[src/rtl/fifo_arb_pkg.sv]
// Shared types and default sizing for the FIFO write-port arbiter.
// Latency: n/a (declarations only).
// Backpressure: n/a (declarations only).
package fifo_arb_pkg;

    typedef enum logic {ARB_IDLE, ARB_BURST} arb_state_t;

    // Default maximum words written per grant before the port is handed on.
    localparam int ARB_MAX_BURST_DEF = 8;
    // Default idle cycles tolerated inside a burst before the grant is dropped.
    localparam int ARB_GAP_MAX_DEF   = 15;

    // Tag width for n requesters; a single requester still gets a 1-bit tag.
    function automatic int tag_width(input int n);
        return (n > 1) ? $clog2(n) : 1;
    endfunction

endpackage

[src/rtl/arb_rr_pick.sv]
// Round-robin picker: first set request scanning upward from last+1, wrapping at NREQ.
// Latency: purely combinational.
// Backpressure: none; found=0 when no request is set.
module arb_rr_pick
    import fifo_arb_pkg::*;
#(
    parameter int NREQ = 4,
    parameter int IDW  = tag_width(NREQ)
) (
    input  logic [NREQ-1:0] req,
    input  logic [IDW-1:0]  last,
    output logic            found,
    output logic [IDW-1:0]  idx
);

    // Scan offsets from farthest to nearest so the nearest valid index wins.
    always_comb begin
        found = 1'b0;
        idx   = '0;
        for (int k = NREQ; k >= 1; k--) begin
            for (int i = 0; i < NREQ; i++) begin
                if ((i == ((int'(last) + k) % NREQ)) && req[i]) begin
                    found = 1'b1;
                    idx   = IDW'(i);
                end
            end
        end
    end

endmodule

[src/rtl/fifo_wr_arb.sv]
// Round-robin arbiter sharing one FIFO write port between NREQ requesters, tagging each word.
// Latency: one arbitration cycle in IDLE, then one word per cycle combinationally from req_valid.
// Backpressure: fifo_full stalls the granted requester in the same cycle; afull only blocks new grants.
module fifo_wr_arb
    import fifo_arb_pkg::*;
#(
    parameter int NREQ      = 4,
    parameter int DW        = 8,
    parameter int IDW       = tag_width(NREQ),
    parameter int MAX_BURST = ARB_MAX_BURST_DEF,
    parameter int GAP_MAX   = ARB_GAP_MAX_DEF
) (
    input  logic                mclk,
    input  logic                reset_n,
    input  logic                cfg_enable,
    input  logic [NREQ-1:0]     req_valid,
    input  logic [NREQ*DW-1:0]  req_data,
    input  logic [NREQ-1:0]     req_last,
    output logic [NREQ-1:0]     req_ack,
    input  logic                fifo_full,
    input  logic                fifo_afull,
    output logic                fifo_wr_en,
    output logic [IDW+DW-1:0]   fifo_wr_data,
    output logic [IDW-1:0]      gnt_id,
    output logic                busy
);

    localparam logic [3:0] BEAT_LAST = 4'(MAX_BURST - 1);
    localparam logic [3:0] GAP_LAST  = 4'(GAP_MAX - 1);

    arb_state_t      state_q, state_d;
    logic [IDW-1:0]  last_gnt_q, last_gnt_d;
    logic [IDW-1:0]  gnt_id_q, gnt_id_d;
    logic [3:0]      beat_q, beat_d;
    logic [3:0]      gap_q, gap_d;

    logic            pick_found;
    logic [IDW-1:0]  pick_idx;
    logic            sel_valid;
    logic            sel_last;
    logic [DW-1:0]   sel_data;
    logic            xfer;

    arb_rr_pick #(
        .NREQ (NREQ),
        .IDW  (IDW)
    ) u_pick (
        .req   (req_valid),
        .last  (last_gnt_q),
        .found (pick_found),
        .idx   (pick_idx)
    );

    // Select the granted requester's valid, last and payload.
    always_comb begin
        sel_valid = 1'b0;
        sel_last  = 1'b0;
        sel_data  = '0;
        for (int i = 0; i < NREQ; i++) begin
            if (gnt_id_q == IDW'(i)) begin
                sel_valid = req_valid[i];
                sel_last  = req_last[i];
                sel_data  = req_data[i*DW +: DW];
            end
        end
    end

    assign xfer = (state_q == ARB_BURST) && sel_valid && !fifo_full;

    // Write strobe, ack and tagged data follow the transfer combinationally so a full
    // FIFO stalls the word in the same cycle and the word stays at the requester.
    always_comb begin
        req_ack      = '0;
        fifo_wr_en   = xfer;
        fifo_wr_data = '0;
        if (xfer) begin
            fifo_wr_data = {gnt_id_q, sel_data};
            for (int i = 0; i < NREQ; i++) begin
                if (gnt_id_q == IDW'(i)) begin
                    req_ack[i] = 1'b1;
                end
            end
        end
    end

    assign gnt_id = gnt_id_q;
    assign busy   = (state_q == ARB_BURST);

    // Next-state: grant in IDLE, count beats and gaps in BURST, release on last/limit/gap.
    always_comb begin
        state_d    = state_q;
        last_gnt_d = last_gnt_q;
        gnt_id_d   = gnt_id_q;
        beat_d     = beat_q;
        gap_d      = gap_q;
        case (state_q)
            ARB_IDLE: begin
                // Require room for more than one word so a fresh burst never starts
                // against an almost-full FIFO; cfg_enable gates new grants only.
                if (cfg_enable && pick_found && !fifo_full && !fifo_afull) begin
                    state_d  = ARB_BURST;
                    gnt_id_d = pick_idx;
                    beat_d   = '0;
                    gap_d    = '0;
                end
            end
            ARB_BURST: begin
                if (xfer) begin
                    beat_d = beat_q + 4'd1;
                    gap_d  = '0;
                    if (sel_last || (beat_q == BEAT_LAST)) begin
                        state_d    = ARB_IDLE;
                        last_gnt_d = gnt_id_q;
                    end
                end else if (!sel_valid) begin
                    // Only an absent requester ages the grant; a full FIFO stall does not.
                    gap_d = gap_q + 4'd1;
                    if (gap_q == GAP_LAST) begin
                        state_d    = ARB_IDLE;
                        last_gnt_d = gnt_id_q;
                    end
                end
            end
            default: begin
                state_d = ARB_IDLE;
            end
        endcase
    end

    // State and counter registers; reset points the round-robin pointer so index 0 wins first.
    always_ff @(posedge mclk or negedge reset_n) begin
        if (!reset_n) begin
            state_q    <= ARB_IDLE;
            last_gnt_q <= IDW'(NREQ - 1);
            gnt_id_q   <= '0;
            beat_q     <= '0;
            gap_q      <= '0;
        end else begin
            state_q    <= state_d;
            last_gnt_q <= last_gnt_d;
            gnt_id_q   <= gnt_id_d;
            beat_q     <= beat_d;
            gap_q      <= gap_d;
        end
    end

endmodule

[config.mk]
export PLATFORM = sky130hd
export DESIGN_NAME = fifo_wr_arb
export DESIGN_NICKNAME = d
export VERILOG_FILES = /design/src/rtl/fifo_arb_pkg.sv /design/src/rtl/arb_rr_pick.sv /design/src/rtl/fifo_wr_arb.sv
export SDC_FILE = /design/constraint.sdc
export NUM_CORES = 1
export LEC_CHECK = 0
export ABC_AREA = 1
export BUFFER_PORTS_ARGS = -buffer_cell sky130_fd_sc_hd__buf_4
export CAP_MARGIN = 25
export CORE_MARGIN = 2
export CORE_UTILIZATION = 50
export CTS_BUF_LIST = sky130_fd_sc_hd__clkbuf_16
export CTS_CLUSTER_SIZE = 8
export DETAILED_ROUTE_END_ITERATION = 12
export PLACE_DENSITY = 0.86
export SLEW_MARGIN = 20
export SYNTH_ARGS = -nofsm -noshare
export SYNTH_HDL_FRONTEND = slang
export SYNTH_SLANG_ARGS = --single-unit
[constraint.sdc]
create_clock -name mclk -period 3 [get_ports mclk]
set_input_delay 0 -clock mclk [delete_from_list [all_inputs] [get_ports mclk]]
set_output_delay 0 -clock mclk [all_outputs]
set_load 0.01 [all_outputs]
==> results by group <==
Clock network
  • CTS HTree Levels: 1
  • Post CTS Setup Buffer Count: 0
  • Clock transition at path regs: 0.04 ns
  • Total CTS buffers: 3
  • CTS tree: done
  • Clk_lat worst skew: 0.24 ns
  • Clk root buf: clkbuf_16
  • Clk sinks: 13
  • Clk buf depth: 2

Detailed routing
  • Per-cell routed wire length: 12.6 um
  • Total Wirelength: 3.61 mm
  • Post-DRT Antenna Nets: 0
  • Post-route DRC: 0
  • Initial DRT Pass Iterations: 4
  • Via count: 1531
  • Iter 0 DRT Violations: 29
  • Drt via density: 5.33

Power and ir drop
  • Pleak: 0.948 nW
  • P per Cell Area: 901 nW/um2
  • Post-route total power: 1.64 mW
  • Peak VDD IR: 0.700 mV

Final layout
  • Register area: 328 um2
  • Share of cells above drive strength 1: 32.3%
  • Nets: 306
  • Multi-input logic area: 843 um2
  • Post-layout util: 74.3%
  • Fill cell count: 207
  • # diodes: 0
  • Layout area overhead: 41.5%

Synthesis
  • Register area share after synthesis: 25.4%
  • Top post-synthesis cells by area: dfrtp_1, nand2_1, nand3_1
  • Top FF cell, synth: dfrtp_1
  • Most instantiated library cell after synthesis: nand2_1
  • Ys async rst share: 100%
  • Syn Area/Cell: 6.51 um2
  • Post-synthesis cell area: 1290 um2
  • Top cells by count, synth: nand2_1, nand3_1, o21ai_0
  • EDFF count, synth: 0
  • Mapped Nets: 246
  • Synth Instances: 198
  • Register bit total from synthesis: 13
  • Synth top area share: 21.4%
  • Cell variety after synth: 36
  • Synth area leader: dfrtp_1
  • YS warnings: 0

Run
  • Max Cap Viol: 0

GRT
  • GRT Resource Usage Total: 25.8%
  • Number of global-route vias before repair: 1277
  • Antenna violations before repair: 0
  • First-pass GRT wire length: 5.63 mm
  • Largest net degree at the start of global routing: 20
  • Grt total ovfl: 0

Worst setup path
  • R2r startpoint: gnt_id[0]
  • Crit path required time: 3.00 ns
  • CP Launch Type: flip-flop
  • WP data arrival: 2.32 ns
  • Worst setup EP type: output port
  • Worst reg2reg setup slack: 0.90 ns
  • Reg2reg path depth: 9
  • Max Fanout on Critical Path: 19
  • Reg-to-reg endpoint: busy
  • WS Path Type: flip-flop to output port

STA
  • Least-Margin Pin Slew: 0.451 ns
  • Final Setup Violations: 0
  • Slew headroom: 69.9%
  • Worst hold slack: 0.0662 ns
  • RSZ-0062 raised after global routing: false
  • Final Hold Viols: 0
  • Max Clk Rate: 432 MHz
  • Clock Skews: 0.00315 ns
  • Slew Viols, Final: 0
  • Post-route clock period utilization: 77.2%
  • Setup_tns: 0 ns
  • Final Critical Period: 2.32 ns

Placement
  • GPL Wtd Cong: 0.828
  • HPWL after detailed placement: 2.74 mm
  • Port Buffer Count: 62

Worst hold path
  • Hold Path Sink: beat_q[1]
  • Hold Crit Depth: 4
  • Worst hold path type: input port to flip-flop
  • Hold Startpoint: fifo_full

Run status
  • Status: complete, no violations

Die
  • Starting Density: 52.5%
  • I/O pin count: 63
  • Die Y: 54.8 um
  • Num rows: 18
  • Die outline area: 3000 um2
  • CORE AREA: 2450 um2
  • Die W: 54.8 um
through the flow:
step,worst slack (ns),instances,area [um2]
after global routing,0.429,287,1820
after global placement,1.00,282,1730
after floorplan,1.40,198,1290
after detailed placement,0.938,282,1730
final,0.685,287,1820
after CTS,0.674,287,1820
cell families (layout without fill, tap and decap cells):
group	Yosys count	after routing	share of synthesized area (%)
adder cells (fa/ha/maj)	3	3	2.91
flip-flops	13	13	25.4
buffers and inverters	24	83	9.13
AO/OA/AOI/OAI	45	45	20.9
AND/OR/NAND/NOR	112	112	41.0
XOR/XNOR	1	1	0.680
registers in the layout, indices dropped and copies added (netlist names):
name and flops:
busy 1, last_gnt_q 2, gnt_id 2, gap_q 4, beat_q 4
cell usage in the layout (no fill, tap or decap), types with 2 or more instances in the layout:
master     netlist  layout
dfrtp_1         11      11
o31ai_1          2       2
inv_1           14      15
o21ai_1          4       4
buf_4            3      62
nor2_1          18      18
o21ai_0         24      24
nor3_2           2       2
nand2_1         52      52
dfstp_2          2       2
nand4_1          4       4
o21ai_2          2       2
nor2_2           2       2
nand3_1         26      26
ha_1             3       3
a21oi_1          5       5
clkbuf_16        0       3
o22ai_1          2       2
inv_2            2       2
layer usage:
layer | vias up | share of wire [%] | track usage (%)
li1 | 795 | - | -
met1 | 682 | 43 | 32.4
met2 | 47 | 50 | 44.8
met3 | 7 | 5.6 | 4.10
met4 | 0 | 1.3 | 7.92
met5 | - | 0 | 0
worst max path at each step:
| stage | end | slack [ns] | cells after the start | from |
|---|---|---|---|---|
| 2_1_floorplan | gap_q[3] | 1.40 | 9 | last_gnt_q[0] |
| 3_3_place_gp | fifo_wr_data[6] | 1.0 | 10 | gnt_id[0] |
| 3_5_place_dp | busy | 0.94 | 9 | gnt_id[0] |
| 4_1_cts | fifo_wr_data[5] | 0.67 | 10 | gnt_id[0] |
| 5_1_grt | fifo_wr_data[2] | 0.43 | 10 | gnt_id[0] |
| 6_report | fifo_wr_data[5] | 0.68 | 10 | gnt_id[0] |
power breakdown:
group / leakage, nW / internal (mW) / switching, mW
combinational: 0.750 / 0.393 / 0.587
sequential: 0.156 / 0.265 / 0.151
clock: 0.0423 / 0.175 / 0.0706
final cells by class:
cell class / count / share of cell area (%)
well taps: 30 / 2.06
inverters: 16 / 3.29
multi-input cells: 161 / 46.3
repair buffers: 63 / 26.1
clock buffers: 3 / 4.12
clock inverters: 1 / 0.206
flip-flops and latches: 13 / 18.0
critical path, stage by stage (launching register included):
cell and delay [ns]:
dfrtp_1 0.53, inv_2 0.23, nand2_1 0.15, o211ai_2 0.22, o21ai_4 0.12, nor2_2 0.14, nand2_4 0.16, nor2_4 0.22
nand2_1 0.08, o31ai_1 0.07, buf_4 0.16
timing repair:
| item | in CTS | in global routing |
|---|---|---|
| gates resized for setup | 0 | 0 |
| hold endpoints to repair | 13 | 0 |
| hold buffers | 1 | 0 |
(Power assumes the default switching activity.)
